File: config.mk
export PLATFORM = sky130hd
export DESIGN_NAME = mem_lsu
export DESIGN_NICKNAME = d
export VERILOG_FILES = /design/src/rtl/mem_lsu_pkg.sv /design/src/rtl/mem_lsu_fmt.sv /design/src/rtl/mem_lsu.sv
export SDC_FILE = /design/constraint.sdc
export NUM_CORES = 1
export LEC_CHECK = 0
export ABC_AREA = 1
export BUFFER_PORTS_ARGS = -buffer_cell sky130_fd_sc_hd__buf_4
export CORE_MARGIN = 3
export CORE_UTILIZATION = 40
export CTS_BUF_LIST = sky130_fd_sc_hd__clkbuf_2 sky130_fd_sc_hd__clkbuf_4 sky130_fd_sc_hd__clkbuf_8
export DETAILED_ROUTE_END_ITERATION = 8
export PLACE_DENSITY = 0.78
export SYNTH_ARGS = -nofsm -noshare
export SYNTH_HDL_FRONTEND = slang
export SYNTH_SLANG_ARGS = --single-unit
File: constraint.sdc
create_clock -name clk -period 3.4 [get_ports clk]
set_input_delay 0.17 -clock clk [delete_from_list [all_inputs] [get_ports clk]]
set_output_delay 0.17 -clock clk [all_outputs]
set_load 0.1 [all_outputs]
File: src/rtl/mem_lsu_pkg.sv
// Shared widths, MIPS32 load/store op codes, LSU state and bus request payload.
package mem_lsu_pkg;

    localparam int unsigned REG_W      = 32;
    localparam int unsigned REG_ADDR_W = 5;
    localparam int unsigned ALUOP_W    = 8;
    localparam int unsigned SEL_W      = 4;

    localparam logic [ALUOP_W-1:0] EXE_ADD_OP = 8'b0010_0000;
    localparam logic [ALUOP_W-1:0] EXE_LB_OP  = 8'b1110_0000;
    localparam logic [ALUOP_W-1:0] EXE_LH_OP  = 8'b1110_0001;
    localparam logic [ALUOP_W-1:0] EXE_LW_OP  = 8'b1110_0011;
    localparam logic [ALUOP_W-1:0] EXE_LBU_OP = 8'b1110_0100;
    localparam logic [ALUOP_W-1:0] EXE_LHU_OP = 8'b1110_0101;
    localparam logic [ALUOP_W-1:0] EXE_SB_OP  = 8'b1110_1000;
    localparam logic [ALUOP_W-1:0] EXE_SH_OP  = 8'b1110_1001;
    localparam logic [ALUOP_W-1:0] EXE_SW_OP  = 8'b1110_1011;

    typedef enum logic [1:0] {
        LSU_IDLE = 2'b00,
        LSU_REQ  = 2'b01,
        LSU_DONE = 2'b10
    } lsu_state_e;

    typedef struct packed {
        logic             we;
        logic [REG_W-1:0] addr;
        logic [SEL_W-1:0] sel;
        logic [REG_W-1:0] wdata;
    } bus_req_t;

endpackage

File: src/rtl/mem_lsu_fmt.sv
// Combinational op decode: alignment, big-endian byte lanes, store replication, load extraction.
module mem_lsu_fmt
    import mem_lsu_pkg::*;
(
    input  logic [ALUOP_W-1:0] aluop,
    input  logic [1:0]         addr_lo,
    input  logic [REG_W-1:0]   rdata,
    input  logic [REG_W-1:0]   rt,
    output logic               is_mem_c,
    output logic               is_store_c,
    output logic               aligned_c,
    output logic [REG_W-1:0]   load_data_c,
    output logic [SEL_W-1:0]   sel_c,
    output logic [REG_W-1:0]   wdata_c
);

    logic [7:0]       byte_v;
    logic [15:0]      half_v;
    logic [SEL_W-1:0] byte_sel;
    logic [SEL_W-1:0] half_sel;

    // Byte 0 of the word sits in the most significant lane.
    always_comb begin
        case (addr_lo)
            2'd0:    byte_v = rdata[31:24];
            2'd1:    byte_v = rdata[23:16];
            2'd2:    byte_v = rdata[15:8];
            default: byte_v = rdata[7:0];
        endcase
        half_v   = addr_lo[1] ? rdata[15:0] : rdata[31:16];
        byte_sel = SEL_W'(4'b1000 >> addr_lo);
        half_sel = addr_lo[1] ? 4'b0011 : 4'b1100;
    end

    always_comb begin
        is_mem_c    = 1'b0;
        is_store_c  = 1'b0;
        aligned_c   = 1'b1;
        load_data_c = '0;
        sel_c       = '0;
        wdata_c     = rt;
        case (aluop)
            EXE_LB_OP: begin
                is_mem_c    = 1'b1;
                load_data_c = {{24{byte_v[7]}}, byte_v};
                sel_c       = byte_sel;
            end
            EXE_LBU_OP: begin
                is_mem_c    = 1'b1;
                load_data_c = {24'h0, byte_v};
                sel_c       = byte_sel;
            end
            EXE_LH_OP: begin
                is_mem_c    = 1'b1;
                aligned_c   = ~addr_lo[0];
                load_data_c = {{16{half_v[15]}}, half_v};
                sel_c       = half_sel;
            end
            EXE_LHU_OP: begin
                is_mem_c    = 1'b1;
                aligned_c   = ~addr_lo[0];
                load_data_c = {16'h0, half_v};
                sel_c       = half_sel;
            end
            EXE_LW_OP: begin
                is_mem_c    = 1'b1;
                aligned_c   = (addr_lo == 2'b00);
                load_data_c = rdata;
                sel_c       = 4'b1111;
            end
            EXE_SB_OP: begin
                is_mem_c   = 1'b1;
                is_store_c = 1'b1;
                sel_c      = byte_sel;
                wdata_c    = {4{rt[7:0]}};
            end
            EXE_SH_OP: begin
                is_mem_c   = 1'b1;
                is_store_c = 1'b1;
                aligned_c  = ~addr_lo[0];
                sel_c      = half_sel;
                wdata_c    = {2{rt[15:0]}};
            end
            EXE_SW_OP: begin
                is_mem_c   = 1'b1;
                is_store_c = 1'b1;
                aligned_c  = (addr_lo == 2'b00);
                sel_c      = 4'b1111;
            end
            default: ;
        endcase
    end

endmodule

File: src/rtl/mem_lsu.sv
// MEM stage load/store unit: runs one req/ack bus access per memory op and stalls until it completes.
module mem_lsu
    import mem_lsu_pkg::*;
#(
    parameter int unsigned TIMEOUT = 255
) (
    input  logic                  clk,
    input  logic                  rst,
    input  logic [REG_W-1:0]      ex_wdata,
    input  logic [REG_ADDR_W-1:0] ex_wd,
    input  logic                  ex_wreg,
    input  logic [ALUOP_W-1:0]    ex_aluop,
    input  logic [REG_W-1:0]      ex_addr,
    input  logic [REG_W-1:0]      ex_reg2,
    output logic [REG_W-1:0]      mem_wdata,
    output logic [REG_ADDR_W-1:0] mem_wd,
    output logic                  mem_wreg,
    output logic                  stallreq,
    output logic                  misalign,
    output logic                  bus_err,
    output logic                  d_req,
    output logic                  d_we,
    output logic [REG_W-1:0]      d_addr,
    output logic [SEL_W-1:0]      d_sel,
    output logic [REG_W-1:0]      d_wdata,
    input  logic [REG_W-1:0]      d_rdata,
    input  logic                  d_ack
);

    localparam int unsigned CNT_W = (TIMEOUT > 1) ? $clog2(TIMEOUT) : 1;
    localparam logic [CNT_W-1:0] CNT_LAST = CNT_W'((TIMEOUT == 0) ? 0 : TIMEOUT - 1);

    lsu_state_e       state_q, state_d;
    bus_req_t         bus_q, bus_d;
    logic             req_q, req_d;
    logic [REG_W-1:0] rdata_q, rdata_d;
    logic [CNT_W-1:0] cnt_q, cnt_d;
    logic             err_q, err_d;

    logic             is_mem, is_store, aligned;
    logic [REG_W-1:0] load_data, st_wdata;
    logic [SEL_W-1:0] sel;

    mem_lsu_fmt u_fmt (
        .aluop       (ex_aluop),
        .addr_lo     (ex_addr[1:0]),
        .rdata       (rdata_q),
        .rt          (ex_reg2),
        .is_mem_c    (is_mem),
        .is_store_c  (is_store),
        .aligned_c   (aligned),
        .load_data_c (load_data),
        .sel_c       (sel),
        .wdata_c     (st_wdata)
    );

    always_ff @(posedge clk or negedge rst) begin
        if (!rst) begin
            state_q <= LSU_IDLE;
            bus_q   <= '0;
            req_q   <= 1'b0;
            rdata_q <= '0;
            cnt_q   <= '0;
            err_q   <= 1'b0;
        end else begin
            state_q <= state_d;
            bus_q   <= bus_d;
            req_q   <= req_d;
            rdata_q <= rdata_d;
            cnt_q   <= cnt_d;
            err_q   <= err_d;
        end
    end

    // Next state plus write-back/stall outputs; ex_* stay put while stallreq is high.
    always_comb begin
        state_d   = state_q;
        bus_d     = bus_q;
        req_d     = req_q;
        rdata_d   = rdata_q;
        cnt_d     = cnt_q;
        err_d     = err_q;
        mem_wdata = ex_wdata;
        mem_wd    = ex_wd;
        mem_wreg  = ex_wreg;
        stallreq  = 1'b0;
        misalign  = 1'b0;
        bus_err   = 1'b0;
        case (state_q)
            LSU_IDLE: begin
                if (is_mem) begin
                    mem_wreg = 1'b0;
                    if (aligned) begin
                        bus_d.we    = is_store;
                        bus_d.addr  = {ex_addr[31:2], 2'b00};
                        bus_d.sel   = sel;
                        bus_d.wdata = st_wdata;
                        req_d       = 1'b1;
                        cnt_d       = '0;
                        err_d       = 1'b0;
                        stallreq    = 1'b1;
                        state_d     = LSU_REQ;
                    end else begin
                        misalign = 1'b1;
                    end
                end
            end
            LSU_REQ: begin
                stallreq = 1'b1;
                mem_wreg = 1'b0;
                if (d_ack) begin
                    rdata_d = d_rdata;
                    req_d   = 1'b0;
                    state_d = LSU_DONE;
                end else if ((TIMEOUT != 0) && (cnt_q == CNT_LAST)) begin
                    req_d   = 1'b0;
                    err_d   = 1'b1;
                    state_d = LSU_DONE;
                end else begin
                    cnt_d = cnt_q + CNT_W'(1);
                end
            end
            LSU_DONE: begin
                state_d = LSU_IDLE;
                if (err_q) begin
                    mem_wreg = 1'b0;
                    bus_err  = 1'b1;
                end else if (is_store) begin
                    mem_wreg = 1'b0;
                end else begin
                    mem_wdata = load_data;
                end
            end
            default: state_d = LSU_IDLE;
        endcase
    end

    assign d_req   = req_q;
    assign d_we    = bus_q.we;
    assign d_addr  = bus_q.addr;
    assign d_sel   = bus_q.sel;
    assign d_wdata = bus_q.wdata;

endmodule

Yosys cells after proc, flatten, opt, wreduce, memory -nomap -nowiden
Cells that the tools add are included.
{"block": "word_totals", "regBits": 111, "in_bits": 145, "wordCells": 89}
{"block": "op_classes", "addsub": 1, "eq_ne": 19, "shifts": 1, "muxes": 44, "bitwise": 1, "n_reduce_logical": 14}
{"operator": "case mux 32 bit (5 select lines)", "n": 1}
{"operator": "two-way mux 32 bit", "n": 3}
{"operator": "== test 8 bit (second input constant)", "n": 9}
{"operator": "case mux 32 bit (2 select lines)", "n": 1}
{"operator": "two-way mux 8 bit", "n": 4}
{"operator": "case mux 8 bit (3 select lines)", "n": 1}
{"operator": "two-way mux 1 bit", "n": 20}
{"operator": "two-way mux 16 bit", "n": 1}
{"operator": "case mux 8 bit (2 select lines)", "n": 1}
{"operator": "case mux 4 bit (3 select lines)", "n": 1}
{"operator": "inequality test 2 bit (second input constant)", "n": 5}
{"operator": "AND reduction 5 bit", "n": 2}
{"operator": "OR reduction 3 bit", "n": 3}
{"operator": "adder 8 x 1 -> 8 bit (second input constant)", "n": 1}
{"operator": "two-way mux 2 bit", "n": 4}
{"operator": "case mux 1 bit (2 select lines)", "n": 4}
{"operator": "OR reduction 8 bit", "n": 1}
{"operator": "AND reduction 3 bit", "n": 2}
{"operator": "== test 2 x 1 -> 1 bit (second input constant)", "n": 2}
{"operator": "== test 2 bit (second input constant)", "n": 2}
{"operator": "logical NOT 2 bit", "n": 2}
{"operator": "two-way mux 4 bit", "n": 1}
{"operator": "case mux 2 bit (2 select lines)", "n": 1}
{"operator": "AND reduction 4 bit", "n": 1}
{"operator": "7 further kinds", "n": 7}

Logic depth before layout (Yosys ltp)
Gate-level depths: netlist (run 1).
{"block": "depth", "ltp_word": 6, "ltp_mapped": 13, "mapped_depth_nobuf": 12}

Hierarchy
Synthesis (run 1) repeated with hierarchy kept, for this count alone.
{"block": "hier_totals", "cells_unflattened": 904, "hier_area_um2": 6745.2}
{"mod": "mem_lsu", "n_inst": 1, "cells_per_inst": 553, "area_each_um2": 5013.6, "seq_area_each_um2": 2777.7}
{"mod": "mem_lsu_fmt", "n_inst": 1, "cells_per_inst": 351, "area_each_um2": 1731.7, "seq_area_each_um2": 0.0}

Worst setup path before layout (run 1)
No wires, ideal clock.
{"block": "synth_path", "kind": "register to output", "start": "reg state_q[0]", "end": "out mem_wdata[14]", "arrival_time_ns": 3.277, "required_time_ns": 3.230, "slack_ns": -0.047, "stages_incl_launch_ff": 8, "cell_sequence": "dfrtp_1 -> inv_1 -> nand2_1 -> nor2_1 -> nand2_1 -> nor2_1 -> inv_1 -> o21ai_0"}
{"block": "synth_via", "elab_chain_cells": 2}
{"item": "from (decl)", "line_no": "mem_lsu.sv:33", "source": "lsu_state_e state_q, state_d;"}
{"item": "from (signal assigned)", "line_no": "mem_lsu.sv:66", "source": "state_q <= state_d;"}
{"item": "== test 2 bit", "line_no": "mem_lsu.sv:89", "source": "case (state_q)"}
{"item": "two-way mux 32 bit", "line_no": "mem_lsu.sv:89"}
{"item": "to (decl)", "line_no": "mem_lsu.sv:15", "source": "output logic [REG_W-1:0] mem_wdata,"}
No other way between the ends.

Worst setup path in the final report (run 1)
{"block": "layout_path", "start": "reg state_q[0]", "end": "out mem_wdata[13]"}
Same word-level chain as after synthesis.

==> impl_metrics.toml, run 1 <==
[pwr]
p_per_area_mw_per_mm2 = 627
peak_ir_drop_on_the_vdd_network_mv = 0.297
p_leak_nw = 4.86
fin_total_pwr_mw = 5.47

[die]
die_x_um = 129
placement_rows = 44
fp.dieArea_mm2 = 0.0166
die_y_um = 129
floorplan.io_pins = 256
coreArea_mm2 = 0.0146
floorplan.initialDensity = 0.413

[clock_tree]
cts_htree_levels = 3
cts_repair_resize_count = 0
clkSinkCount = 111
post_cts_buffers = 0
cts-buffers-inserted = 9
worstSkewPairLatency_ps = 380
clockRootBuffer = "clkbuf_8"
cts-root-to-sink-buffers = 2
clkSlewWorstSetupHoldPaths_ps = 110
cts_tree = "yes"

[sta]
minimum_period_implied_by_the_final_worst_setup_slack_ps = 2960
pins_over_their_slew_limit = 0
setup_repair_after_global_routing_missed_its_margin = "no"
fmax_ghz = 0.338
hold_violations = 0
setup_violations = 0
timing.setup.tns_ps = 0
hold_slack_ps = 21.9
transition_time_at_the_pin_with_the_least_slew_margin_ps = 841
slew_headroom = 0.437
finalClockSkew_ps = 6.61
share_of_the_clock_period_used_by_the_worst_path = 0.869

[critical_path]
critPathLaunchType = "flip-flop"
crit_path_end_kind = "output pin"
rr_startpoint = "state_q[0]"
crit_fanout = 9
r2r_end = "err_q"
ff2ff_setup_slack_ps = 1420
worst-endpoint-required_ps = 3230
depth_of_the_worst_register_to_register_path = 10
criticalPathCategory = "flip-flop to output pin"
arrival_ps = 2790

[routing]
dr.pass1.iters = 5
vias = 6708
antenna_violating_nets_post_route = 0
total_wire_length_after_detailed_routing_um = 20600
drt_iter0_drc = 636
detail_route.drc_violations = 0
dr_wl_met2_um = 10100
detail_routed_via_count_per_cell = 4.99
met1_wl_um = 8170
routed_wire_length_per_instance_um = 15.3
wl_met3_um = 1840
top_layer = "met4"

[synthesis]
post-synth-top-area-cell = "dfrtp_1"
synth.avg_cell_area_um2 = 6.91
syn_area_mm2 = 0.00605
synth-seq-cells = 111
synth.yosys.seq_area_share = 0.459
total_of_warnings_raised_by_yosys = 0
number_of_distinct_library_cell_variants_in_the_gate_level_netlist_after_synthesis = 36
synthDominantCellAreaShare = 0.459
synthesis.instances = 876
synthTopCellsByArea = "dfrtp_1 46%, nand2_1 30%, o21ai_0 4.7%"

[global_routing]
grt_pass1_wl_um = 32500
total_overflow_reported_by_the_global_router = 0
grt_start_max_net_pins = 109
overall_track_demand_over_capacity_in_global_routing = 0.244
grt_pass1_vias = 6491
antenna_found_initial = 0

[min_path]
hold_path_class = "input port to flip-flop"
min_path_cells = 3
min_delay_worst_endpoint = "rdata_q[12]"
hold_path_startpoint = "d_rdata[12]"

[run]
maxcap_violations = 0

[final_layout]
nets = 1303
utilization = 0.596
layout.cells.most_common_list = "478 x nand2_1, 248 x buf_4, 111 x dfrtp_1"
fraction_of_layout_cells_with_a_size_suffix_above_1 = 0.246
insertedDiodeCount = 0
final_cells = 1345
fillCellCount = 1333
commonest_non_fill_non_tap_cell_in_the_layout = "nand2_1"
synthToLayoutAreaGrowth_pct = 44.2

[place]
place.gp.congestion = 0.903
io_buffers = 243
dp_cells = 1268
hpwlAfterDp_um = 14700

[outcome]
run_status = "complete, no violations"
## cell type report
type / instances / area (um2) / share of cell area
tap: 184 / 230 / 0.0264
multi-input combinational: 670 / 2830 / 0.324
inverter: 53 / 199 / 0.0228
timing repair buffer: 311 / 2510 / 0.288
clock buffer: 9 / 124 / 0.0142
sequential: 111 / 2780 / 0.318
clock inverter: 7 / 60.1 / 0.00688
## worst max-delay path by stage
stage	start	end	slack, ps	depth (start not counted)
floorplan	state_q[1]	mem_wreg	300	3
global placement	ex_aluop[4]	mem_wdata[13]	770	11
detailed placement	ex_aluop[4]	mem_wdata[13]	700	11
CTS	state_q[0]	mem_wdata[13]	440	8
global route	state_q[0]	mem_wdata[15]	310	8
finish	state_q[0]	mem_wdata[13]	440	8
## layer usage
| metal | vias up | track usage |
|---|---|---|
| li1 | 3275 | - |
| met1 | 3059 | 0.301 |
| met2 | 338 | 0.427 |
| met3 | 36 | 0.0486 |
| met4 | 0 | 0.0852 |
| met5 | - | 0 |
## cells by family (layout without fill, tap and decap cells)
family          count (synthesis)  count (layout)  share of synthesized area
buf+inv                        96             380                     0.0750
simple gates                  578             578                      0.380
compound gates                 82              82                     0.0723
fa+ha+maj                       2               2                    0.00413
flops                         111             111                      0.459
other cells                     1               2                   0.000619
xor+xnor                        6               6                    0.00868
## state kept, by name, summed over array words and instances (netlist names)
| register | count |
|---|---|
| d_sel | 4 |
| d_addr | 30 |
| cnt_q | 8 |
| rdata_q | 32 |
| state_q | 2 |
| d_wdata | 32 |
| d_we | 1 |
| d_req | 1 |
| err_q | 1 |
## Yosys cell counts (all sizes together)
library cell / number
nand2: 482
a21boi: 1
or2: 1
and2: 1
o211ai: 4
clkbuf: 11
a21oi: 5
inv: 52
nand3: 47
o21ai: 64
nand4: 5
xnor2: 2
xor2: 4
a22oi: 1
clkinv: 1
and3: 1
a41oi: 1
o22ai: 3
a31oi: 2
nor2: 37
o21a: 1
dfrtp: 111
conb: 1
nor3: 4
ha: 2
buf: 32
## power breakdown
group	total [mW]	switching, mW	leakage (nW)	internal [mW]
clock network	0.785	0.501	0.0969	0.283
logic	2.81	2.19	3.34	0.622
registers	1.87	0.222	1.42	1.65
total	5.47	2.92	4.86	2.56
## worst max-delay path, cell delays in order (launching register included)
cell     delay [ps]
dfrtp_1         410
inv_1            90
nand2_1          90
nor2_1          160
nand2_1         270
nor2_1          740
o21ai_0         250
nand2_1         110
buf_4           290
## per-stage QoR
stage          worst slack (ps)  instance area (um2)
6_report                    445                 8730
5_1_grt                     306                 8730
4_1_cts                     440                 8730
3_5_place_dp                701                 7940
3_3_place_gp                769                 7940
2_1_floorplan               300                 6060
## what timing repair did
action,CTS,global route
endpoints found under the setup margin,0,0
hold endpoints to repair,171,0
hold buffers,61,0
(Power assumes the default switching activity.)
==> run 2, diff against run 1 <==
==> constraint.sdc (replaced) <==
create_clock -name clk -period 3.4 [get_ports clk]
set_input_delay 0.68 -clock clk [delete_from_list [all_inputs] [get_ports clk]]
set_output_delay 0.68 -clock clk [all_outputs]
set_load 0.1 [all_outputs]
==> run 2 against run 1 <==
Net effect: die area stayed put; core utilization is 3.5 points lower; sequential share of layout area is 2.0 points higher; final cell count is 4.0% lower; combinational power is 2% lower; global-route usage is 2.4 points lower; maximum frequency is 5.4% lower; critical path depth is 6 higher; largest power group unchanged.
==> impl_metrics.toml, run 2 (synthesis results as in run 1) <==
[die]
floorplan.io_pins = 256
placement_rows = 44
coreArea_mm2 = 0.0146
fp.dieArea_mm2 = 0.0166
die_x_um = 129
floorplan.initialDensity = 0.413
die_y_um = 129

[place]
hpwlAfterDp_um = 14300
placed_cell_areas_mm2 = 0.00803
dp_cells = 1275
io_buffers = 243
place.gp.congestion = 0.949

[routing]
drt_iter0_drc = 452
routed_wire_length_per_instance_um = 14.7
antenna_violating_nets_post_route = 0
dr.pass1.iters = 5
detail_routed_via_count_per_cell = 4.94
vias = 6382
detail_route.drc_violations = 0
total_wire_length_after_detailed_routing_um = 19000

[pwr]
internal_power_mw = 2.53
p_leak_nw = 4.64
peak_ir_drop_on_the_vdd_network_mv = 0.322
comb_power_share = 0.510
seqPwrFrac = 0.345
clockPowerShare = 0.145
power_switching_share = 0.531
p_per_area_mw_per_mm2 = 656
total_switching_power_mw = 2.86

[final_layout]
layout.cells.most_common_list = "478 x nand2_1, 253 x buf_4, 111 x dfrtp_1"
commonest_non_fill_non_tap_cell_in_the_layout = "nand2_1"
insertedDiodeCount = 0
fillCellCount = 1425
fraction_of_layout_cells_with_a_size_suffix_above_1 = 0.267
final_cells = 1291
layout.cell_area.non_filler_mm2 = 0.00822
synthToLayoutAreaGrowth_pct = 35.8
utilization = 0.561
nets = 1249

[clock_tree]
clkSinkCount = 111
clockRootBuffer = "clkbuf_8"
cts_htree_levels = 3
worstSkewPairLatency_ps = 390
cts_tree = "yes"
post_cts_buffers = 0
clkSlewWorstSetupHoldPaths_ps = 100
cts_repair_resize_count = 0
cts-root-to-sink-buffers = 2
cts-buffers-inserted = 9
hold_buffers = 0

[global_routing]
grt_start_max_net_pins = 87
total_overflow_reported_by_the_global_router = 0
overall_track_demand_over_capacity_in_global_routing = 0.221
grt_pass1_vias = 5944
grt_pass1_wl_um = 29200
antenna_found_initial = 0

[sta]
slew_headroom = 0.468
setup_repair_after_global_routing_missed_its_margin = "no"
pins_over_their_slew_limit = 0
timing.setup.tns_ps = 0
hold_slack_ps = 266
share_of_the_clock_period_used_by_the_worst_path = 0.919
hold_violations = 0
transition_time_at_the_pin_with_the_least_slew_margin_ps = 794
finalClockSkew_ps = 10.7
minimum_period_implied_by_the_final_worst_setup_slack_ps = 3120
setup_violations = 0
fmax_ghz = 0.320

[critical_path]
rr_startpoint = "state_q[0]"
ff2ff_setup_slack_ps = 1440
criticalPathCategory = "input port to output pin"
critPathLaunchType = "input port"
setup.worst_path.start = "ex_aluop[4]"
arrival_ps = 2440
worst-endpoint-required_ps = 2720
r2r_end = "d_req"
crit_path_end_kind = "output pin"
depth_of_the_worst_register_to_register_path = 7
endpoint = "mem_wdata[3]"
crit_fanout = 15

[min_path]
hold_path_class = "input port to asynchronous set/reset pin"

[run]
maxcap_violations = 0

[outcome]
run_status = "complete, no violations"
[run 2: changes by cell type in the layout (fill, tap and decap cells not counted), moves of 2 or more]
cell | before | now
clkinvlp_4 | 0 | 3
inv_6 | 4 | 1
dlygate4sd3_1 | 61 | 0
buf_12 | 2 | 4
buf_4 | 248 | 253
[run 2: worst min path at each step]
stage	endpoint	startpoint	slack, ps	cells past startpoint
6_report	rdata_q[0]	rst	270	1
5_1_grt	rdata_q[17]	rst	280	1
4_1_cts	rdata_q[17]	rst	270	1
3_5_place_dp	d_addr[19]	d_addr[19]	470	2
3_3_place_gp	d_wdata[26]	d_wdata[26]	460	2
2_1_floorplan	cnt_q[0]	rst	380	0
[run 2: cell type report]
class / instances / area (um2) / area share
Multi-Input combinational cell: 670 / 2850 / 0.346
Sequential cell: 111 / 2780 / 0.338
Timing Repair Buffer: 257 / 1980 / 0.241
Tap cell: 184 / 230 / 0.0280
Inverter: 53 / 199 / 0.0242
Clock buffer: 10 / 138 / 0.0167
Clock inverter: 6 / 51.3 / 0.00624
[run 2: critical path, cell delays in order]
cell and delay, ps:
buf_4 110, inv_1 40, nand2_1 70, nor2_4 350, nand2_1 90, nor2_1 170, buf_4 200, nand2_1 90
nand3_1 110, nand2_1 60, nand3_1 60, nand2_1 70, nand2_1 60, buf_4 280
[run 2: power groups by stage]
stage	Sequential, mW	Clock [mW]	Combinational (mW)
floorplan	3.30	0	0.646
global placement	1.88	0	2.74
detailed placement	1.89	0	2.76
CTS	1.86	0.803	2.76
global route	1.90	0.856	2.88
finish	1.86	0.782	2.75
[run 2: metal layers]
metal	vias to the layer above	GRT usage	share of wire
li1	3164	-	-
met1	2888	0.276	0.41
met2	295	0.372	0.47
met3	35	0.0491	0.088
met4	0	0.0883	0.026
met5	-	0	0
[run 2: metrics by stage]
stage               setup WS, ps  total power, mW
CTS                          299             5.42
detailed placement           305             4.64
global route                 134             5.63
floorplan                   -258             3.94
finish                       276             5.39
global placement             296             4.62
